--- src/rtl/rv32_hazard_pkg.sv ---
// Purpose: shared types and sizing helpers for the RV32 hazard controller.
// Latency: n/a (types and constants only).
// Backpressure: n/a.
package rv32_hazard_pkg;

    typedef enum logic [1:0] {
        INIT             = 2'd0,
        RUN              = 2'd1,
        REDIRECT_PENDING = 2'd2
    } hz_state_t;

    localparam int RESET_FLUSH_CYCLES_DEFAULT = 4;

    // Width of the post-reset flush counter. Clamped to one bit so a zero
    // flush length still yields a legal vector.
    function automatic int flush_cnt_width(input int cycles);
        return (cycles < 1) ? 1 : $clog2(cycles + 1);
    endfunction

    localparam int FLUSH_CNT_W = flush_cnt_width(RESET_FLUSH_CYCLES_DEFAULT);

endpackage

--- src/rtl/rv32_perf_counter.sv ---
// Purpose: 32-bit free-running enable counter, wraps to 0 after all-ones.
// Latency: count_out reflects an enable one cycle after it is sampled.
// Backpressure: none; counts every enabled cycle.
//   clk, reset_n : clock, async active-low reset (clears count)
//   en_in        : increment this cycle
//   count_out    : current count
module rv32_perf_counter (
    input  logic        clk,
    input  logic        reset_n,
    input  logic        en_in,
    output logic [31:0] count_out
);

    logic [31:0] count_q;

    always_ff @(posedge clk or negedge reset_n) begin
        if (!reset_n) begin
            count_q <= 32'd0;
        end else if (en_in) begin
            count_q <= count_q + 32'd1;
        end
    end

    assign count_out = count_q;

endmodule

--- src/rtl/rv32_hazard_ctrl.sv ---
// Purpose: per-stage stall/flush and fetch-redirect control for the 5-stage RV32 pipe.
// Latency: stall/flush/redirect are combinational; state, latched PC and counters update on clk.
// Backpressure: data-bus wait freezes fetch..mem; instruction-bus wait stalls fetch only.
//   Inputs : decode sources, execute load/rd, memory-stage branch, instr/data bus handshakes.
//   Outputs: {fetch,decode,execute,mem}_{stall,flush}_out, redirect_valid/pc, stall/redirect counts.
module rv32_hazard_ctrl
    import rv32_hazard_pkg::*;
#(
    parameter int RESET_FLUSH_CYCLES = RESET_FLUSH_CYCLES_DEFAULT
) (
    input  logic        clk,
    input  logic        reset_n,
    input  logic [4:0]  decode_rs1_in,
    input  logic [4:0]  decode_rs2_in,
    input  logic        decode_rs1_read_in,
    input  logic        decode_rs2_read_in,
    input  logic        execute_mem_read_en_in,
    input  logic [4:0]  execute_rd_in,
    input  logic        mem_branch_taken_in,
    input  logic [31:0] mem_branch_pc_in,
    input  logic        instr_read_in,
    input  logic        instr_ready_in,
    input  logic        data_access_in,
    input  logic        data_ready_in,
    output logic        fetch_stall_out,
    output logic        fetch_flush_out,
    output logic        decode_stall_out,
    output logic        decode_flush_out,
    output logic        execute_stall_out,
    output logic        execute_flush_out,
    output logic        mem_stall_out,
    output logic        mem_flush_out,
    output logic        redirect_valid_out,
    output logic [31:0] redirect_pc_out,
    output logic [31:0] stall_count_out,
    output logic [31:0] redirect_count_out
);

    localparam int CNT_W = flush_cnt_width(RESET_FLUSH_CYCLES);
    localparam logic [CNT_W-1:0] CNT_LAST =
        (RESET_FLUSH_CYCLES > 0) ? CNT_W'(RESET_FLUSH_CYCLES - 1) : '0;

    hz_state_t        state_q, state_d;
    logic [CNT_W-1:0] init_cnt_q, init_cnt_d;
    logic [31:0]      pend_pc_q, pend_pc_d;

    logic data_wait;
    logic bus_busy;
    logic load_use;
    logic any_stall;

    assign data_wait = data_access_in && !data_ready_in;
    assign bus_busy  = instr_read_in && !instr_ready_in;
    // x0 never carries a dependency, so a load targeting it is never a hazard.
    assign load_use  = execute_mem_read_en_in && (execute_rd_in != 5'd0) &&
                       ((decode_rs1_read_in && (decode_rs1_in == execute_rd_in)) ||
                        (decode_rs2_read_in && (decode_rs2_in == execute_rd_in)));

    always_ff @(posedge clk or negedge reset_n) begin
        if (!reset_n) begin
            state_q    <= INIT;
            init_cnt_q <= '0;
            pend_pc_q  <= 32'd0;
        end else begin
            state_q    <= state_d;
            init_cnt_q <= init_cnt_d;
            pend_pc_q  <= pend_pc_d;
        end
    end

    always_comb begin
        state_d            = state_q;
        init_cnt_d         = init_cnt_q;
        pend_pc_d          = pend_pc_q;
        fetch_stall_out    = 1'b0;
        fetch_flush_out    = 1'b0;
        decode_stall_out   = 1'b0;
        decode_flush_out   = 1'b0;
        execute_stall_out  = 1'b0;
        execute_flush_out  = 1'b0;
        mem_stall_out      = 1'b0;
        mem_flush_out      = 1'b0;
        redirect_valid_out = 1'b0;
        redirect_pc_out    = 32'd0;

        case (state_q)
            INIT: begin
                fetch_flush_out   = 1'b1;
                decode_flush_out  = 1'b1;
                execute_flush_out = 1'b1;
                mem_flush_out     = 1'b1;
                if (init_cnt_q >= CNT_LAST) begin
                    state_d = RUN;
                end else begin
                    init_cnt_d = init_cnt_q + 1'b1;
                end
            end
            default: begin
                if (data_wait) begin
                    // Whole pipe frozen; state holds so a pending redirect
                    // survives, and the frozen mem stage re-presents its branch.
                    fetch_stall_out   = 1'b1;
                    decode_stall_out  = 1'b1;
                    execute_stall_out = 1'b1;
                    mem_stall_out     = 1'b1;
                end else if (state_q == RUN && mem_branch_taken_in) begin
                    decode_flush_out  = 1'b1;
                    execute_flush_out = 1'b1;
                    if (bus_busy) begin
                        // Cannot redirect mid-read: remember the target and
                        // hold fetch until the wrong-path word lands.
                        fetch_stall_out = 1'b1;
                        pend_pc_d       = mem_branch_pc_in;
                        state_d         = REDIRECT_PENDING;
                    end else begin
                        fetch_flush_out    = 1'b1;
                        redirect_valid_out = 1'b1;
                        redirect_pc_out    = mem_branch_pc_in;
                    end
                end else if (state_q == REDIRECT_PENDING) begin
                    // A second branch should never arrive here; if one does,
                    // the newest target wins.
                    if (mem_branch_taken_in) begin
                        pend_pc_d = mem_branch_pc_in;
                    end
                    if (!instr_ready_in) begin
                        fetch_stall_out  = 1'b1;
                        decode_flush_out = 1'b1;
                    end else begin
                        fetch_flush_out    = 1'b1;
                        redirect_valid_out = 1'b1;
                        redirect_pc_out    = mem_branch_taken_in ? mem_branch_pc_in : pend_pc_q;
                        state_d            = RUN;
                    end
                end else if (load_use) begin
                    fetch_stall_out   = 1'b1;
                    decode_stall_out  = 1'b1;
                    execute_flush_out = 1'b1;
                end else if (bus_busy) begin
                    fetch_stall_out  = 1'b1;
                    decode_flush_out = 1'b1;
                end
            end
        endcase
    end

    assign any_stall = (state_q != INIT) &&
                       (fetch_stall_out || decode_stall_out || execute_stall_out || mem_stall_out);

    rv32_perf_counter u_stall_count (
        .clk       (clk),
        .reset_n   (reset_n),
        .en_in     (any_stall),
        .count_out (stall_count_out)
    );

    rv32_perf_counter u_redirect_count (
        .clk       (clk),
        .reset_n   (reset_n),
        .en_in     (redirect_valid_out),
        .count_out (redirect_count_out)
    );

endmodule

--- config.mk ---
export PLATFORM = sky130hd
export DESIGN_NAME = rv32_hazard_ctrl
export DESIGN_NICKNAME = d
export VERILOG_FILES = /design/src/rtl/rv32_hazard_pkg.sv /design/src/rtl/rv32_perf_counter.sv /design/src/rtl/rv32_hazard_ctrl.sv
export SDC_FILE = /design/constraint.sdc
export NUM_CORES = 1
export LEC_CHECK = 0
export ABC_AREA = 1
export CAP_MARGIN = 20
export CORE_MARGIN = 2
export CORE_UTILIZATION = 49
export CTS_BUF_LIST = sky130_fd_sc_hd__clkbuf_4 sky130_fd_sc_hd__clkbuf_8
export DETAILED_ROUTE_END_ITERATION = 8
export PLACE_DENSITY = 0.8
export SLEW_MARGIN = 15
export SYNTH_ARGS = -nofsm -noshare
export SYNTH_HDL_FRONTEND = slang
export SYNTH_SLANG_ARGS = --single-unit
--- constraint.sdc ---
create_clock -name clk -period 2.95 [get_ports clk]
set_input_delay 0.885 -clock clk [delete_from_list [all_inputs] [get_ports clk]]
set_output_delay 0.885 -clock clk [all_outputs]
set_load 0.01 [all_outputs]
After elaboration in Yosys (flattened, before gate mapping). Cells that the tools add are included.

Flip-flop bits (word level): 101. Input port bits: 57.

Add/sub/neg operators: 3. Magnitude comparators: 1. Eq/ne operators: 8. Muxes and demuxes: 47. Bitwise logic cells: 3. Reduce and logical (&&, ||, !) cells: 23.

Operator list (count): 2-to-1 mux 32 bit (10); adder 32 x 1 -> 32 bit (second input constant) (2); 2-to-1 mux 1 bit (30); 2-to-1 mux 2 bit (7); == test 5 bit (2); logical AND 1 bit (8); nonzero test 3 bit (2); AND reduction 5 bit (1); nonzero test 5 bit (1); logical OR 1 bit (4); != test 2 bit (second input constant) (2); AND reduction 4 bit (1); nonzero test 2 bit (2); adder 3 x 1 -> 3 bit (second input constant) (1); >= comparator 3 x 2 -> 1 bit (second input constant) (1); != test 3 x 2 -> 1 bit (second input constant) (1); NOT 1 bit (3); == test 2 x 1 -> 1 bit (second input constant) (1); == test 2 bit (second input constant) (1); logical NOT 1 bit (2); logical NOT 2 bit (1); != test 2 x 1 -> 1 bit (second input constant) (1); AND reduction 2 bit (1).

Depth between registers and ports, before layout. Gate-level depths: netlist (run 1).

Depth after elaboration: 13. Mapped depth: 13. Depth with buffers taken out: 12.

Modules after synthesis. From an unflattened synthesis (run 1), not the netlist that was laid out.

Cell total of the unflattened synthesis: 874. Area, all modules: 6279.8 um^2.

Modules (own cells, without submodules): rv32_hazard_ctrl (instances 1, cells an instance 424, area an instance 2738.9 um^2, seq. area each 925.9 um^2); rv32_perf_counter (u_stall_count) (instances 1, cells an instance 221, area an instance 1779.2 um^2, seq. area each 800.8 um^2); rv32_perf_counter (u_redirect_count) (instances 1, cells an instance 229, area an instance 1761.7 um^2, seq. area each 800.8 um^2).

Worst setup path before layout (run 1). OpenSTA, ideal clock, no wires.

Path type: input to output. From: in data_access_in. To: out decode_stall_out. Arrival: 1911 ps. Required time: 2065 ps. Path slack: 154 ps. Cell stages on the path: 7. Path buffers: 1. Cells stage by stage: inv_2 nor2_4 inv_2 nor2_2 inv_2 buf_2 o21ai_0.

Word-level cells in the longest chain between the ends: 3.

Ends and longest elaborated chain: from (decl) (line rv32_hazard_ctrl.sv:23) `input logic data_access_in,`; logical AND 1 bit (line rv32_hazard_ctrl.sv:52) `assign data_wait = data_access_in && !data_ready_in;`; 2-to-1 mux 1 bit (line rv32_hazard_ctrl.sv:99) `if (data_wait) begin`; 2-to-1 mux 1 bit (line rv32_hazard_ctrl.sv:86) `case (state_q)`; to (decl) (line rv32_hazard_ctrl.sv:27) `output logic decode_stall_out,`.

No other way between the ends.

Worst setup path after layout (run 1).
From: in decode_rs2_in[2]. To: out execute_flush_out.

Word-level cells in the longest chain between the ends: 9.

Ends and longest elaborated chain: from (decl) (line rv32_hazard_ctrl.sv:14) `input logic [4:0] decode_rs2_in,`; == test 5 bit (line rv32_hazard_ctrl.sv:57) `(decode_rs2_read_in && (decode_rs2_in == execute_rd_in)));`; logical AND 1 bit (line rv32_hazard_ctrl.sv:57); logical OR 1 bit (line rv32_hazard_ctrl.sv:56) `((decode_rs1_read_in && (decode_rs1_in == execute_rd_in)) ||`; logical AND 1 bit (line rv32_hazard_ctrl.sv:55) `assign load_use = execute_mem_read_en_in && (execute_rd_in != 5'd0) &&`; 2-to-1 mux 1 bit (line rv32_hazard_ctrl.sv:135) `end else if (load_use) begin`; 2-to-1 mux 1 bit (line rv32_hazard_ctrl.sv:120) `end else if (state_q == REDIRECT_PENDING) begin`; 2-to-1 mux 1 bit (line rv32_hazard_ctrl.sv:106) `end else if (state_q == RUN && mem_branch_taken_in) begin`; 2-to-1 mux 1 bit (line rv32_hazard_ctrl.sv:99); 2-to-1 mux 1 bit (line rv32_hazard_ctrl.sv:86); to (decl) (line rv32_hazard_ctrl.sv:30) `output logic execute_flush_out,`.

No other way between the ends.

==> metrics.log, run 1 <==
INFO  metric status = complete, no violations
INFO  metric finalNetCount = 1174
INFO  metric post-route-period-util = 99.2%
INFO  metric met2_wirelength = 8770 um
INFO  metric synth.area.top_cells = sky130_fd_sc_hd__dfrtp_1 (39%), sky130_fd_sc_hd__nand2_1 (17%), sky130_fd_sc_hd__o21ai_0 (5.4%)
INFO  metric sequential_cell_area = 0.00253 mm^2
INFO  metric grt_pass1_wl = 30700 um
INFO  metric worstSetupEndpointType = output port
INFO  metric remaining_drc_errors = 0
INFO  metric synthSimpleGateAreaFrac = 33.7%
INFO  metric max_cap_viol_count = 0
INFO  metric layout-area-overhead-vs-synth = 38.3%
INFO  metric worstPathRequired = 2.07 ns
INFO  metric num_rows = 42
INFO  metric fin_setup_tns = 0 ns
INFO  metric via_count_of_the_first_global_routing_pass = 6351
INFO  metric wl_per_cell = 14.2 um
INFO  metric path_clk_slew = 0.10 ns
INFO  metric tritoncts = built
INFO  metric detail_route.wirelength.met1 = 8160 um
INFO  metric dieWidth = 119 um
INFO  metric initial_core_util = 49.6%
INFO  metric setup_viol = 0
INFO  metric cts_max_path_buffers = 2
INFO  metric seq_area_frac_synth = 38.8%
INFO  metric fillCellCount = 1126
INFO  metric worst_setup_sp_type = primary input
INFO  metric finish.cell_count_without_fillers = 1294
INFO  metric floorplan.die_area = 0.0142 mm^2
INFO  metric total_leakage_power = 4.32 nW
INFO  metric drtAntennaViolNets = 0
INFO  metric slew-limit-headroom = 63.7%
INFO  metric netlist.area_leader.share = 38.8%
INFO  metric layout_min_cycle_time = 2.93 ns
INFO  metric fp.coreArea = 0.0131 mm^2
INFO  metric multi_input_area = 0.00360 mm^2
INFO  metric clk-insertion-delay-late = 0.38 ns
INFO  metric critical_path_peak_fanout = 2
INFO  metric synth_xor_xnor_area_share = 8.06%
INFO  metric dr_total_vias = 6695
INFO  metric drt-total-wl = 18400 um
INFO  metric asyncSetResetFlopFracSynth = 100%
INFO  metric viasPerCell = 5.17
INFO  metric yosys.cell_count.top_type = sky130_fd_sc_hd__nand2_1
INFO  metric drive_gt1_share = 17.0%
INFO  metric layout_setup_ws = 0.0223 ns
INFO  metric chipHeight = 119 um
INFO  metric crit_type = in2out
INFO  metric post_synth_inst_count = 915
INFO  metric synth.area.mux_share = 0%
INFO  metric synth_enable_flop_cells = 0
INFO  metric htree_levels = 3
INFO  metric clk_root_buffer_cell = sky130_fd_sc_hd__clkbuf_8
INFO  metric yosys_warnings = 0
INFO  metric synth_common_cells = sky130_fd_sc_hd__nand2_1 (301), sky130_fd_sc_hd__dfrtp_1 (101), sky130_fd_sc_hd__inv_1 (84)
INFO  metric setup_repair_after_global_routing_missed_its_margin = true
INFO  metric synth.cell_area = 0.00652 mm^2
INFO  metric power-per-cell-area = 583 mW/mm^2
INFO  metric routabilityCongestion = 0.924
INFO  metric drt_pre_antenna_iters = 5
INFO  metric synth.lib_cells_used.distinct = 37
INFO  metric vdd_ir_drop_max = 361 uV
INFO  metric yosysTopAreaCell = sky130_fd_sc_hd__dfrtp_1
INFO  metric synth_compound_area_share = 10.5%
INFO  metric worst_ep_arrival = 2.04 ns
INFO  metric synth_flop_cell = sky130_fd_sc_hd__dfrtp_1
INFO  metric grt_antenna_before_repair = 0
INFO  metric postSynthRegisterBits = 101
INFO  metric n_antenna_cell = 0
INFO  metric holdCritPathClass = reg2reg
INFO  metric tritoncts.num_buffers = 9
INFO  metric dr.first_iter.drc_count = 443
INFO  metric final-hold-violation-count = 0
INFO  metric grt.overflow.total = 0
INFO  metric detailed_place_hpwl = 12700 um
INFO  metric cts_sinks = 101
INFO  metric grt_start_max_net_pins = 102
INFO  metric ios = 162
INFO  metric fin_worst_skew = 0.0151 ns
INFO  metric numPlacedInstances = 1262
INFO  metric synth_top_family_by_area = simple AND/OR/NAND/NOR gates
INFO  metric synth_fa_ha_area_share = 0.768%
INFO  metric routed.top_layer = met4
INFO  metric tightest_slew = 0.545 ns
INFO  metric port_buffers = 161
INFO  metric postSynthAreaPerCell = 7.12 um^2
INFO  metric syn-num-nets = 976
INFO  metric slew_violations = 0
INFO  metric dp_slack = -0.794 ns
INFO  metric clock.fmax = 0.342 GHz
INFO  metric grt_util_all_layers = 26.4%
INFO  metric met3WireLength = 1140 um
## worst paths after layout
check / slack, ns / endpoint / from / depth (start not counted)
max in group asynchronous: 1.97 / pend_pc_q[21] / reset_n / 2
min in group asynchronous: 0.57 / u_redirect_count.count_out[11] / reset_n / 2
worst max register to register: 0.76 / u_redirect_count.count_out[12] / state_q[0] / 12
worst max-delay path: 0.02 / execute_flush_out / decode_rs2_in[2] / 10
worst min-delay path: 0.50 / init_cnt_q[2] / init_cnt_q[2] / 2
worst min register to register: 0.50 / init_cnt_q[2] / init_cnt_q[2] / 2
## per-stage QoR
step	util [%]	power (W)	instance area [um^2]	hold slack [ns]
5_1_grt	68.6	0.00563	9020	0.539
3_5_place_dp	65.4	0.00403	8590	0.480
3_3_place_gp	65.4	0.00398	8590	0.470
4_1_cts	68.7	0.00524	9020	0.503
2_1_floorplan	-	0.00308	6520	0.457
6_report	68.6	0.00526	9020	0.501
## critical path, cell delays in order
cell,delay [ns]
sky130_fd_sc_hd__dlygate4sd2_1,0.25
sky130_fd_sc_hd__nand2_1,0.07
sky130_fd_sc_hd__nand2_1,0.05
sky130_fd_sc_hd__nor2_1,0.10
sky130_fd_sc_hd__nand3_1,0.10
sky130_fd_sc_hd__nand2_2,0.11
sky130_fd_sc_hd__nand3_4,0.09
sky130_fd_sc_hd__buf_6,0.14
sky130_fd_sc_hd__a21oi_2,0.12
sky130_fd_sc_hd__buf_2,0.14
## flip-flops by register name, summed over array words and instances (netlist names)
name / flops
init_cnt_q: 3
pend_pc_q: 32
state_q: 2
u_redirect_count.count_out: 32
u_stall_count.count_out: 32
## cells in the final DEF, fill, tap and decap left out, drive strengths merged, types with 2 or more instances in the layout
cell           instances
nand2                305
buf                  104
dfrtp                101
clkdlybuf4s50         98
inv                   95
nor2                  93
o21ai                 78
nand3                 54
xor2                  37
nor3                  34
a22oi                 32
xnor2                 23
clkbuf                20
nand4                 14
clkdlybuf4s15          6
ha                     4
dlygate4sd2            4
bufinv                 3
nor4                   2
a21oi                  2
## final cells by class
type / instances / area share [%]
timing repair buffer: 222 / 22.9
tap: 176 / 2.44
inverter: 95 / 3.96
sequential: 101 / 28.0
multi-input combinational: 684 / 39.9
clock buffer: 12 / 1.69
clock inverter: 4 / 1.05
## what timing repair did
| item | 4_1_cts | 5_1_grt |
|---|---|---|
| endpoints found under the hold margin | 0 | 0 |
| pin swaps | 29 | 22 |
| resized for setup | 230 | 30 |
| buffers inserted | 12 | 1 |
| setup endpoints to repair | 40 | 31 |
| hold buffers | 0 | 0 |
| cloned | 4 | 0 |
## logic make-up (layout without fill, tap and decap cells)
family,count (synthesis),after routing
buffers and inverters,130,333
adders and majority gates,4,4
AOI/OAI and AO/OA,115,115
xor gates and xnor gates,60,60
and+or+nand+nor,505,505
DFF,101,101
## per-layer routing
| layer | global-route usage (%) | vias up |
|---|---|---|
| met1 | 35.0 | 3123 |
| li1 | - | 3328 |
| met4 | 8.31 | 0 |
| met2 | 43.8 | 217 |
| met3 | 5.36 | 27 |
| met5 | 0 | - |
## power breakdown
group,switching [W],leakage [nW],internal [W]
clock network,0.000494,0.127,0.000605
logic,0.00120,2.86,0.000990
registers,0.000254,1.34,0.00172
total,0.00195,4.32,0.00331
No activity file was read; power rests on OpenSTA's default activity.
==> inputs of run 2 (changes only) <==
--- a/config.mk
+++ b/config.mk
@@ -8,11 +8,13 @@
 export ABC_AREA = 1
 export CAP_MARGIN = 20
 export CORE_MARGIN = 2
-export CORE_UTILIZATION = 49
+export CORE_UTILIZATION = 52
 export CTS_BUF_LIST = sky130_fd_sc_hd__clkbuf_4 sky130_fd_sc_hd__clkbuf_8
 export DETAILED_ROUTE_END_ITERATION = 8
-export PLACE_DENSITY = 0.8
+export MAX_ROUTING_LAYER = met4
+export PLACE_DENSITY = 0.84
 export SLEW_MARGIN = 15
 export SYNTH_ARGS = -nofsm -noshare
 export SYNTH_HDL_FRONTEND = slang
 export SYNTH_SLANG_ARGS = --single-unit
+export TNS_END_PERCENT = 30
==> run 2 against run 1 <==
Net effect: the run now ends with setup timing left; clock-buffer cell count fell by 2; non-clock buffer count fell by 8; global-route usage rose by 1.3 points; routed wire length fell by 3.9%; first-iteration DRC count fell by 4.1%; sequential cell count did not move; clock skew fell by 0.0035 ns; sequential power barely moved; clock power fell by 17%; combinational power fell by 4%; critical path depth fell by 4; design area fell by 2.3%; critical path type unchanged; highest routed layer unchanged.
==> metrics.log, run 2 (synthesis gave the netlist of run 1 again) <==
INFO  metric status = finished with violations
INFO  metric violations_in_the_final_reports = setup timing
INFO  metric cts_sinks = 101 (unchanged)
INFO  metric slew-limit-headroom = 57.6% (-6.1 points)
INFO  metric critical_r2r_capture = u_redirect_count.count_out[9]
INFO  metric clock.fmax = 0.335 GHz (-2.0%)
INFO  metric fin_worst_skew = 0.0117 ns (-0.00346 ns)
INFO  metric layout_min_cycle_time = 2.99 ns (+0.0609 ns)
INFO  metric drt_pre_antenna_iters = 5 (unchanged)
INFO  metric floorplan.die_area = 0.0134 mm^2 (-5.6%)
INFO  metric setup_repair_after_global_routing_missed_its_margin = true
INFO  metric tightest_slew = 0.637 ns (+0.0917 ns)
INFO  metric critical_path.startpoint = mem_branch_pc_in[20]
INFO  metric placement.cell_area = 0.00859 mm^2 (unchanged)
INFO  metric worst_setup_sp_type = primary input
INFO  metric chipHeight = 116 um (-2.8%)
INFO  metric clk_root_buffer_cell = sky130_fd_sc_hd__clkbuf_8
INFO  metric drt-total-wl = 17700 um (-3.9%)
INFO  metric via_count_of_the_first_global_routing_pass = 6244 (-1.7%)
INFO  metric fp.coreArea = 0.0121 mm^2 (-7.8%)
INFO  metric grt_start_max_net_pins = 65 (-36%)
INFO  metric htree_levels = 3 (unchanged)
INFO  metric dr_total_vias = 6654 (-0.61%)
INFO  metric final_design_area_no_fill = 0.00881 mm^2 (-2.3%)
INFO  metric viasPerCell = 5.21 (+0.63%)
INFO  metric path_clk_slew = 0.09 ns (about the same)
INFO  metric tritoncts.num_buffers = 9 (unchanged)
INFO  metric power-per-cell-area = 566 mW/mm^2 (-3.0%)
INFO  metric cts.hold.buffers_added = 0 (unchanged)
INFO  metric grt_util_all_layers = 27.7% (+1.3 points)
INFO  metric detailed_place_hpwl = 12700 um (-0.10%)
INFO  metric grt_antenna_before_repair = 0 (unchanged)
INFO  metric multi_input_area = 0.00356 mm^2 (-1.1%)
INFO  metric num_rows = 40 (-4.8%)
INFO  metric dp_slack = -0.746 ns (+0.0476 ns)
INFO  metric total_leakage_power = 4.20 nW (-2.8%)
INFO  metric worst_ep_arrival = 2.10 ns (+0.06 ns)
INFO  metric ff2ff_setup_slack = 0.83 ns (+0.07 ns)
INFO  metric remaining_drc_errors = 0 (unchanged)
INFO  metric crit_type = in2out
INFO  metric layout_setup_ws = -0.0386 ns (-0.0609 ns)
INFO  metric slew_violations = 0 (unchanged)
INFO  metric critical_path.endpoint = redirect_pc_out[20]
INFO  metric grt_pass1_wl = 29200 um (-4.9%)
INFO  metric layout-area-overhead-vs-synth = 35.2%
INFO  metric dr.first_iter.drc_count = 425 (-4.1%)
INFO  metric finalNetCount = 1166 (-0.68%)
INFO  metric routabilityCongestion = 0.972 (+5.2%)
INFO  metric worstSetupEndpointType = output port
INFO  metric most-common-layout-cells = sky130_fd_sc_hd__nand2_1 (298), sky130_fd_sc_hd__dfrtp_1 (101), sky130_fd_sc_hd__clkdlybuf4s50_1 (98)
INFO  metric mostFrequentLayoutCell = sky130_fd_sc_hd__nand2_1
INFO  metric hold_ws = 0.506 ns (+0.00535 ns)
INFO  metric holdCritPathClass = reg2reg
INFO  metric tritoncts = built
INFO  metric wl_per_cell = 13.9 um (-2.7%)
INFO  metric initial_core_util = 53.8% (+4.2 points)
INFO  metric drive_gt1_share = 14.9% (-2.1 points)
INFO  metric final-hold-violation-count = 0 (unchanged)
INFO  metric critPathMaxStageDelay = 0.51 ns (+0.26 ns)
INFO  metric cell_with_the_largest_stage_delay_on_the_worst_path = sky130_fd_sc_hd__clkdlybuf4s50_1
INFO  metric reg2regPathDepth = 11 (-1)
INFO  metric cts_max_path_buffers = 2 (unchanged)
INFO  metric drtAntennaViolNets = 0 (unchanged)
INFO  metric port_buffers = 161 (unchanged)
INFO  metric fillCellCount = 979 (-13%)
INFO  metric clk-insertion-delay-late = 0.37 ns (about the same)
INFO  metric reg2reg_from = state_q[0]
INFO  metric post-route-util = 72.7% (+4.1 points)
INFO  metric setup_viol = 1 (+1)
INFO  metric dieWidth = 116 um (-2.8%)
INFO  metric timing.critical_path.cells = clkdlybuf4s50_1, nand2_1, o21ai_0, a22oi_2, nor2_1, dlygate4sd2_1
INFO  metric vdd_ir_drop_max = 282 uV (-22%)
INFO  metric worstPathRequired = 2.07 ns (about the same)
INFO  metric n_antenna_cell = 0 (unchanged)
INFO  metric ios = 162 (unchanged)
INFO  metric post-route-period-util = 101% (+2.1 points)
INFO  metric max_cap_viol_count = 0 (unchanged)
INFO  metric critical_path_peak_fanout = 2 (unchanged)
INFO  metric grt.overflow.total = 0 (unchanged)
INFO  metric sequential_cell_area = 0.00253 mm^2 (unchanged)
## run 2: where the power goes
group,switching [W],total [W],leakage (nW),internal [W]
clock,0.000497,0.000909,0.0943,0.000413
combinational,0.00117,0.00210,2.77,0.000926
sequential,0.000261,0.00198,1.34,0.00172
## run 2: stage by stage
step	power, W	std cells	TNS, ns
6_report	0.00499	1278	-0.0386
5_1_grt	0.00533	1278	-0.321
3_3_place_gp	0.00400	1257	-21.33
4_1_cts	0.00494	1275	-0.00381
2_1_floorplan	0.00308	915	0
3_5_place_dp	0.00405	1257	-21.32
## run 2: worst max-delay path, delay by kind of cell
| family | cells | cell delay [ns] |
|---|---|---|
| simple gates | 2 | 0.16 |
| compound gates | 2 | 0.28 |
| buf+inv | 2 | 0.78 |
## run 2: timing repair
item | CTS | global route
buffers inserted | 2 | 1
cloned | 0 | 2
endpoints found under the setup margin | 40 | 37
resized for setup | 115 | 79
pin swaps | 18 | 14
## run 2: cell type report
class,instances,share of cell area [%]
inverters,95,4.08
multi-input cells,684,40.4
repair buffers,214,22.2
flip-flops and latches,101,28.7
clock buffers,10,1.56
well taps,168,2.39
clock inverters,6,0.710
## run 2: how the worst min path moves through the flow
stage	depth (start not counted)	slack (ns)	startpoint	endpoint
after floorplan	2	0.46	init_cnt_q[2]	init_cnt_q[2]
after global placement	2	0.47	init_cnt_q[2]	init_cnt_q[2]
after detailed placement	2	0.49	init_cnt_q[2]	init_cnt_q[2]
after CTS	1	0.51	init_cnt_q[0]	init_cnt_q[0]
after global routing	1	0.54	init_cnt_q[0]	init_cnt_q[0]
final	2	0.51	init_cnt_q[2]	init_cnt_q[2]
## run 2: layer usage
layer  vias up  track usage [%]  wire (um)
met3        25             5.07       1110
met2       234             44.4       8550
li1       3311                -          -
met5         -                -          0
met4         0             8.89        316
met1      3084             35.8       7750
==> inputs of run 3 (changes only) <==
--- a/config.mk
+++ b/config.mk
@@ -6,13 +6,13 @@
 export NUM_CORES = 1
 export LEC_CHECK = 0
 export ABC_AREA = 1
-export CAP_MARGIN = 20
+export CAP_MARGIN = 25
 export CORE_MARGIN = 2
-export CORE_UTILIZATION = 52
+export CORE_UTILIZATION = 50
 export CTS_BUF_LIST = sky130_fd_sc_hd__clkbuf_4 sky130_fd_sc_hd__clkbuf_8
 export DETAILED_ROUTE_END_ITERATION = 8
 export MAX_ROUTING_LAYER = met4
-export PLACE_DENSITY = 0.84
+export PLACE_DENSITY = 0.81
 export SLEW_MARGIN = 15
 export SYNTH_ARGS = -nofsm -noshare
 export SYNTH_HDL_FRONTEND = slang
==> run 3 against run 2 <==
Net effect: the run still ends with setup timing left; design area about the same; routed wire length down 0.57%; first-iteration DRC count down 1.9%; sequential cell count unchanged; core utilization down 3.2 points; critical path depth up 2; combinational power about the same.
==> metrics.log, run 3 (synthesis gave the netlist of run 1 again) <==
INFO  metric status = finished with violations
INFO  metric violations_in_the_final_reports = setup timing
INFO  metric worstSetupEndpointType = output port
INFO  metric dr.first_iter.drc_count = 417 (-1.9%)
INFO  metric layout_min_cycle_time = 2.96 ns (-0.0263 ns)
INFO  metric sequential_cell_area = 0.00253 mm^2 (unchanged)
INFO  metric worstPathRequired = 2.07 ns (about the same)
INFO  metric grt_pass1_wl = 29900 um (+2.6%)
INFO  metric dieWidth = 118 um (+1.9%)
INFO  metric htree_levels = 3 (unchanged)
INFO  metric holdCritPathClass = in2async
INFO  metric most-common-layout-cells = sky130_fd_sc_hd__nand2_1 (298), sky130_fd_sc_hd__dfrtp_1 (101), sky130_fd_sc_hd__clkdlybuf4s50_1 (98)
INFO  metric final-hold-violation-count = 0 (unchanged)
INFO  metric final_design_area_no_fill = 0.00881 mm^2 (about the same)
INFO  metric drt-total-wl = 17600 um (-0.57%)
INFO  metric slew_violations = 0 (unchanged)
INFO  metric cts_max_path_buffers = 2 (unchanged)
INFO  metric drive_gt1_share = 15.0% (+0.13 points)
INFO  metric critical_path_peak_fanout = 16 (+14)
INFO  metric fillCellCount = 1102 (+13%)
INFO  metric dr_total_vias = 6568 (-1.3%)
INFO  metric reg2regPathDepth = 11 (unchanged)
INFO  metric critical_r2r_capture = u_redirect_count.count_out[9]
INFO  metric post-route-period-util = 100% (-0.89 points)
INFO  metric n_antenna_cell = 0 (unchanged)
INFO  metric fin_worst_skew = 0.00555 ns (-0.00613 ns)
INFO  metric multi_input_area = 0.00352 mm^2 (-1.1%)
INFO  metric clk_root_buffer_cell = sky130_fd_sc_hd__clkbuf_8
INFO  metric routabilityCongestion = 0.939 (-3.4%)
INFO  metric num_rows = 41 (+2.5%)
INFO  metric worst_setup_sp_type = primary input
INFO  metric clk-insertion-delay-late = 0.38 ns (about the same)
INFO  metric grt_util_all_layers = 26.7% (-0.99 points)
INFO  metric worst_ep_arrival = 2.08 ns (-0.02 ns)
INFO  metric fin_setup_tns = -0.0123 ns (+0.0263 ns)
INFO  metric crit_type = in2out
INFO  metric wl_per_cell = 13.7 um (-1.2%)
INFO  metric slew-limit-headroom = 68.2% (+11 points)
INFO  metric setup_repair_after_global_routing_missed_its_margin = true
INFO  metric tritoncts.num_buffers = 9 (unchanged)
INFO  metric ff2ff_setup_slack = 0.80 ns (-0.03 ns)
INFO  metric total_leakage_power = 4.22 nW (+0.53%)
INFO  metric mostFrequentLayoutCell = sky130_fd_sc_hd__nand2_1
INFO  metric post-route-util = 69.5% (-3.2 points)
INFO  metric drtAntennaViolNets = 0 (unchanged)
INFO  metric layout_setup_ws = -0.0123 ns (+0.0263 ns)
INFO  metric setup_viol = 1 (unchanged)
INFO  metric max_cap_viol_count = 0 (unchanged)
INFO  metric fp.coreArea = 0.0127 mm^2 (+4.6%)
INFO  metric finalNetCount = 1170 (+0.34%)
INFO  metric initial_core_util = 51.4% (-2.4 points)
INFO  metric layout-area-overhead-vs-synth = 35.2% (about the same)
INFO  metric floorplan.die_area = 0.0140 mm^2 (+3.9%)
INFO  metric viasPerCell = 5.11 (-1.9%)
INFO  metric tightest_slew = 0.478 ns (-0.159 ns)
INFO  metric grt_antenna_before_repair = 0 (unchanged)
INFO  metric cts.hold.buffers_added = 0 (unchanged)
INFO  metric power-per-cell-area = 563 mW/mm^2 (-0.57%)
INFO  metric grt.overflow.total = 0 (unchanged)
INFO  metric detail_route.wirelength.met1 = 8020 um (+3.5%)
INFO  metric clock.fmax = 0.338 GHz (+0.89%)
INFO  metric grt_start_max_net_pins = 65 (unchanged)
INFO  metric cts_sinks = 101 (unchanged)
INFO  metric vdd_ir_drop_max = 311 uV (+10%)
INFO  metric drt_pre_antenna_iters = 5 (unchanged)
INFO  metric routed.top_layer = met4
INFO  metric ios = 162 (unchanged)
INFO  metric remaining_drc_errors = 0 (unchanged)
INFO  metric path_clk_slew = 0.10 ns (about the same)
INFO  metric reg2reg_from = state_q[0]
INFO  metric met2_wirelength = 8310 um (-2.8%)
INFO  metric tritoncts = built
INFO  metric detailed_place_hpwl = 13000 um (+2.7%)
INFO  metric placement.cell_area = 0.00863 mm^2 (+0.47%)
INFO  metric chipHeight = 118 um (+1.9%)
INFO  metric port_buffers = 161 (unchanged)
INFO  metric met3WireLength = 1050 um (-5.4%)
INFO  metric via_count_of_the_first_global_routing_pass = 6215 (-0.46%)
run 3: changes by cell type in the layout (fill, tap and decap cells not counted), moves of 3 or more:
cell	delta
sky130_fd_sc_hd__a22oi_1	+3
sky130_fd_sc_hd__a22oi_2	-3
sky130_fd_sc_hd__buf_2	+16
sky130_fd_sc_hd__buf_4	+4
sky130_fd_sc_hd__clkbuf_2	-14
sky130_fd_sc_hd__o21ai_0	+5
sky130_fd_sc_hd__o21ai_1	-3
run 3: final cells by class:
type                    count  share of cell area [%]
multi-input cells         684                    40.0
flip-flops and latches    101                    28.7
repair buffers            218                    22.6
inverters                  95                    4.08
well taps                 172                    2.44
clock buffers              10                    1.56
clock inverters             6                   0.696
run 3: layer usage:
| layer | up-vias | global-route usage, % |
|---|---|---|
| li1 | 3317 | - |
| met1 | 3037 | 35.8 |
| met2 | 193 | 41.9 |
| met3 | 21 | 4.44 |
| met4 | 0 | 7.76 |
| met5 | - | - |
run 3: what timing repair did:
item	4_1_cts	5_1_grt
resized for setup	160	43
endpoints found under the setup margin	40	33
pin swaps	20	15
gates cloned	2	0
buffers inserted	4	0
run 3: worst max-delay path, cell delays in order:
cell and delay, ns:
sky130_fd_sc_hd__dlygate4sd2_1 0.23, sky130_fd_sc_hd__inv_2 0.06, sky130_fd_sc_hd__buf_12 0.12, sky130_fd_sc_hd__nor2_8 0.14, sky130_fd_sc_hd__buf_12 0.17, sky130_fd_sc_hd__a22oi_1 0.10
sky130_fd_sc_hd__nor2_1 0.12, sky130_fd_sc_hd__clkdlybuf4s15_2 0.23
run 3: power breakdown:
group | switching (W) | total, W | internal [W]
clock network | 0.000500 | 0.000914 | 0.000414
logic | 0.00114 | 0.00208 | 0.000931
registers | 0.000252 | 0.00197 | 0.00172
total | 0.00190 | 0.00496 | 0.00306
run 3: stage by stage:
stage          instances  worst slack (ns)  hold WS, ns  power, W
6_report            1286           -0.0123        0.441   0.00496
2_1_floorplan        915             0.154        0.457   0.00308
5_1_grt             1286           -0.0749        0.458   0.00532
3_3_place_gp        1264            -0.776        0.471   0.00401
3_5_place_dp        1264            -0.791        0.489   0.00407
4_1_cts             1286           -0.0297        0.446   0.00501
run 3: how the worst max path moves through the flow:
stage | from | end | cells after the start
final | instr_ready_in | redirect_pc_out[0] | 8
after global routing | instr_ready_in | redirect_pc_out[27] | 9
after CTS | instr_ready_in | redirect_pc_out[30] | 8
after detailed placement | execute_rd_in[3] | decode_stall_out | 10
after global placement | execute_rd_in[3] | decode_stall_out | 10
after floorplan | data_access_in | decode_stall_out | 7
